==> src/rtl/regfile_pkg.sv <==
// regfile_pkg: shared defaults and the popcount helper for the register file scoreboard
// Contents: NREG_DEF/DBITS_DEF/NRD_DEF defaults, POP_MAX (largest supported NREG), popcount_f
package regfile_pkg;
    localparam int NREG_DEF  = 32;
    localparam int DBITS_DEF = 32;
    localparam int NRD_DEF   = 2;
    localparam int POP_MAX   = 1024;
    function automatic int popcount_f(input logic [POP_MAX-1:0] v);
        int n;
        n = 0;
        for (int k = 0; k < POP_MAX; k++) n += int'(v[k]);
        return n;
    endfunction
endpackage

==> src/rtl/regfile_read_port.sv <==
// regfile_read_port: one combinational read port with zero-register mux and optional write bypass
// Ports: addr (read address), stored/stored_busy (array contents at addr), wr_en/wr_addr/wr_data
//        and rsv_en/rsv_addr (same-cycle writeback and reservation), data/busy (port result)
// Config: REGFILE_BYPASS_EN forwards a same-cycle write to this port
module regfile_read_port #(
    parameter int DBITS = 32,
    parameter int ABITS = 5
) (
    input  logic [ABITS-1:0] addr,
    input  logic [DBITS-1:0] stored,
    input  logic             stored_busy,
    input  logic             wr_en,
    input  logic [ABITS-1:0] wr_addr,
    input  logic [DBITS-1:0] wr_data,
    input  logic             rsv_en,
    input  logic [ABITS-1:0] rsv_addr,
    output logic [DBITS-1:0] data,
    output logic             busy
);
    wire zero = addr == '0;
`ifdef REGFILE_BYPASS_EN
    // A forwarded write retires the old reservation unless a younger one lands on the same edge.
    wire hit = wr_en && wr_addr == addr;
    assign data = zero ? '0 : hit ? wr_data : stored;
    assign busy = zero ? 1'b0 : hit ? (rsv_en && rsv_addr == addr) : stored_busy;
`else
    logic unused_byp;
    assign unused_byp = ^{wr_en, wr_addr, wr_data, rsv_en, rsv_addr};
    assign data = zero ? '0 : stored;
    assign busy = zero ? 1'b0 : stored_busy;
`endif
endmodule

==> src/rtl/regfile_scoreboard.sv <==
// regfile_scoreboard: multi-port register file with r0 hard-wired to zero and a busy scoreboard
// Ports: clock, reset (async active-high); rd_addr/rd_data/rd_busy (NRD packed read ports);
//        wr_en/wr_addr/wr_data (writeback); rsv_en/rsv_addr (reserve); busy_count (busy popcount)
// Config: REGFILE_BYPASS_EN enables same-cycle write-to-read forwarding in each read port
module regfile_scoreboard
    import regfile_pkg::*;
#(
    parameter int NREG  = NREG_DEF,
    parameter int DBITS = DBITS_DEF,
    parameter int NRD   = NRD_DEF,
    parameter int ABITS = $clog2(NREG)
) (
    input  logic                       clock,
    input  logic                       reset,
    input  logic [NRD*ABITS-1:0]       rd_addr,
    output logic [NRD*DBITS-1:0]       rd_data,
    output logic [NRD-1:0]             rd_busy,
    input  logic                       wr_en,
    input  logic [ABITS-1:0]           wr_addr,
    input  logic [DBITS-1:0]           wr_data,
    input  logic                       rsv_en,
    input  logic [ABITS-1:0]           rsv_addr,
    output logic [$clog2(NREG+1)-1:0]  busy_count
);
    localparam int CW = $clog2(NREG+1);
    logic [DBITS-1:0] regs [NREG];
    logic [NREG-1:0]  busy, busy_nxt;
    // Bypass is suppressed under reset so reads stay zero while reset is held.
    wire byp_wr = wr_en && !reset;
    always_comb begin
        busy_nxt = busy;
        if (wr_en && wr_addr != '0) busy_nxt[wr_addr] = 1'b0;
        if (rsv_en && rsv_addr != '0) busy_nxt[rsv_addr] = 1'b1;
    end
    always_ff @(posedge clock or posedge reset) begin
        if (reset) begin
            for (int r = 0; r < NREG; r++) regs[r] <= '0;
            busy       <= '0;
            busy_count <= '0;
        end else begin
            if (wr_en && wr_addr != '0) regs[wr_addr] <= wr_data;
            busy       <= busy_nxt;
            busy_count <= CW'(popcount_f(POP_MAX'(busy_nxt)));
        end
    end
    for (genvar i = 0; i < NRD; i++) begin : g_rd
        wire [ABITS-1:0] a = rd_addr[i*ABITS +: ABITS];
        regfile_read_port #(.DBITS(DBITS), .ABITS(ABITS)) u_port (
            .addr        (a),
            .stored      (regs[a]),
            .stored_busy (busy[a]),
            .wr_en       (byp_wr),
            .wr_addr     (wr_addr),
            .wr_data     (wr_data),
            .rsv_en      (rsv_en),
            .rsv_addr    (rsv_addr),
            .data        (rd_data[i*DBITS +: DBITS]),
            .busy        (rd_busy[i])
        );
    end
endmodule

==> config.mk <==
export PLATFORM = sky130hd
export DESIGN_NAME = regfile_scoreboard
export DESIGN_NICKNAME = d
export VERILOG_FILES = /design/src/rtl/regfile_pkg.sv /design/src/rtl/regfile_read_port.sv /design/src/rtl/regfile_scoreboard.sv
export SDC_FILE = /design/constraint.sdc
export NUM_CORES = 2
export LEC_CHECK = 0
export BUFFER_PORTS_ARGS = -buffer_cell sky130_fd_sc_hd__buf_4
export CORE_AREA = 2 2 394 591
export DETAILED_ROUTE_END_ITERATION = 8
export DIE_AREA = 0 0 396 593
export GPL_ROUTABILITY_DRIVEN = 0
export REMOVE_ABC_BUFFERS = 1
export SETUP_SLACK_MARGIN = 0.4
export SLEW_MARGIN = 40
export SYNTH_ARGS = -nofsm -noshare
export SYNTH_HDL_FRONTEND = slang
export SYNTH_SLANG_ARGS = --single-unit
==> constraint.sdc <==
create_clock -name clock -period 98.8 [get_ports clock]
set_input_delay 19.76 -clock clock [delete_from_list [all_inputs] [get_ports clock]]
set_output_delay 19.76 -clock clock [all_outputs]
set_load 0.01 [all_outputs]
==> results.yml <==
route:
  first_iter_violations: 2997
  top_layer: "met5"
  route.met3.wl_microns: 11600
  first_pass_iters: 5
  avgRoutedWirePerCell_microns: 28.0
  ant_nets: 0
  route.detailed.drc: 0
  met1Wirelength_microns: 72800
  vias_per_cell: 5.28
  wl_met2_microns: 97000
  num_vias: 36300
  wl_microns: 192000
layout:
  layout_commonest_cell: "dfrtp_1"
  multi_input_area_sq_mm: 0.0287
  fill_cells: 23000
  syn2layout_area_growth_pct: 13.4
  final_cell_mix: "dfrtp_1, mux2_2, mux4_2"
  nets: 3819
  postLayoutCoreUtil: 0.282
  layout-drive-gt1-share: 0.516
  fin_cells: 6865
  regArea_sq_mm: 0.0266
logic_synthesis:
  yosysWarnings: 0
  synthFlopType: "dfrtp_1"
  syn_inst: 3853
  yosys.cell_types.count: 46
  netlist_area_sq_mm: 0.0571
  synth-edff-count: 0
  syn_avg_cell_area_sq_um: 14.8
  ys_seq_area_frac: 0.465
  ys_async_sr_fraction: 1.00
  ys_seq_elements: 1062
placed_design:
  place.detailed.hpwl_microns: 112000
  dp_slack_ps: 55490
  dp.cells: 6683
  io_buffers: 127
run_status:
  status: "finished clean"
sta:
  finalSetupViolCount: 0
  period_needed_ps: 43040
  finalHoldViolCount: 0
  finalCritPeriodShare: 0.436
  grt_setup_unrepaired: "false"
  slew_violations: 0
  tightest_slew_ps: 919
  setup_ws_ps: 55760
  clock_skew_ps: 32.1
  fmax_mhz: 23.2
  setup_tns_ps: 0
  slew_headroom: 0.387
clocking:
  cts_buffer_depth: 3
  cts_buffers: 98
  cts_sinks: 1062
  post-cts-setup-buffer-count: 0
  clk_pin_slew_ps: 70
  cts_tree: "yes"
  insertion_delay_ps: 730
  cts_resized: 0
  htreeDepth: 3
  hold_buffers: 0
  root_buffer: "clkbuf_16"
setup_path:
  rr_startpoint: "busy[15]$_DFF_PP0_"
  cpMostUsedCell: "buf_4"
  crit_family: "buffers and inverters"
  path_buf_inv: 4
  path_cells: "buf_6, buf_4, or4_2, buf_4, o21ai_0, a311oi_1, buf_4"
  critPathCaptureType: "output port"
  crit_start: "rd_addr[5]"
  path_max_fanout: 32
  required_ps: 79040
  crit_path_start_kind: "input port"
  r2r-end: "busy_count[4]$_DFF_PP0_"
  endpoint: "rd_busy[1]"
  slowest_delay_ps: 750
  critPathArrivalTime_ps: 23280
  cp_slowest_cell: "or4_2"
  rr_worst_depth: 16
  crit_type: "in -> out"
  crit_cells: 7
  r2r_slack_ps: 93640
global_route:
  grt_max_degree: 113
  grt_pass1_vias: 38600
  grt_overflow: 0
  track_usage: 0.161
  grt_first_pass_wirelength_microns: 278000
  antenna_found_initial: 27
pwr:
  power_mw: 1.39
  power_frac_seq: 0.420
  p_leak_nw: 27.1
  powerDensity_mw_per_mm2: 21.5
  ir_drop_mv: 0.0334
  p_sw_mw: 0.416
  p_comb_frac: 0.282
  clkPwrFrac: 0.298
  p_int_mw: 0.973
  switching_share: 0.300
die:
  dieArea_sq_mm: 0.235
  start_util: 0.248
  core_sq_mm: 0.230
  die_w_microns: 396
  placementRows: 216
  fp.dieH_microns: 593
  ioPinCount: 128
job:
  maxCapViolCount: 0
hold_path:
  hold_class: "reg -> reg"
  hold_start: "regs[1003]$_DFFE_PP0P_"
[state kept, by name, indices dropped and copies added, names as in the netlist]
name	count
busy	32
busy_count	6
regs	1024
[synth_stat cells (12+ instances only)]
master,instances,share of area
dfrtp_1,1062,0.47
mux2_2,1043,0.21
mux4_2,462,0.18
clkbuf_1,229,0.015
buf_2,154,0.013
mux2i_1,131,0.023
o21ai_0,124,0.011
a22oi_1,77,0.010
nor2b_1,77,0.0084
a211oi_1,66,0.0087
a311oi_1,66,0.010
nand2_1,60,0.0039
a221oi_1,51,0.0078
buf_4,42,0.0055
inv_1,34,0.0022
nor2_1,26,0.0017
fa_1,24,0.0084
a22o_1,18,0.0028
buf_1,15,0.00099
mux2_1,15,0.0030
o2111ai_1,15,0.0023
nand2b_1,12,0.0013
[cell families after synthesis]
family | after synthesis | share of synthesized area
compound gates | 433 | 0.0547
flops | 1062 | 0.465
simple gates | 195 | 0.0177
mux | 1651 | 0.414
xor+xnor | 3 | 0.000460
buf+inv | 478 | 0.0380
fa+ha+maj | 31 | 0.00995
[power groups by stage]
stage                     combinational (mW)  sequential (mW)  clock, mW
after floorplan                        0.286            0.570          0
after global placement                 0.385            0.581          0
after detailed placement               0.395            0.589          0
after CTS                              0.400            0.581      0.422
after global routing                   0.435            0.593      0.438
final                                  0.392            0.583      0.414
[layout make-up]
cell class,instances,share of cell area
multi-input combinational,2313,0.444
sequential,1062,0.410
tap,3052,0.0590
clock buffer,129,0.0423
timing repair buffer,223,0.0316
clock inverter,49,0.0105
inverter,34,0.00224
antenna,3,0.000116
[per-stage QoR]
| stage | hold slack (ps) | area [sq um] |
|---|---|---|
| 4_1_cts | 399 | 64700 |
| 5_1_grt | 405 | 64800 |
| 3_3_place_gp | 378 | 60800 |
| 2_1_floorplan | 365 | 55100 |
| 3_5_place_dp | 383 | 61300 |
| 6_report | 394 | 64800 |
[per-layer routing]
metal	GRT usage	vias up
li1	-	14600
met1	0.189	19800
met2	0.281	1323
met3	0.0288	471
met4	0.0820	30
met5	0	-
[worst min path at each step]
| stage | to | slack [ps] | depth (start not counted) |
|---|---|---|---|
| floorplan | regs[1000]$_DFFE_PP0P_ | 370 | 0 |
| global placement | regs[1015]$_DFFE_PP0P_ | 380 | 0 |
| detailed placement | regs[1003]$_DFFE_PP0P_ | 380 | 0 |
| CTS | regs[1004]$_DFFE_PP0P_ | 400 | 0 |
| global route | regs[995]$_DFFE_PP0P_ | 410 | 0 |
| finish | regs[1003]$_DFFE_PP0P_ | 390 | 0 |
Power figures use the tool's default switching activity.
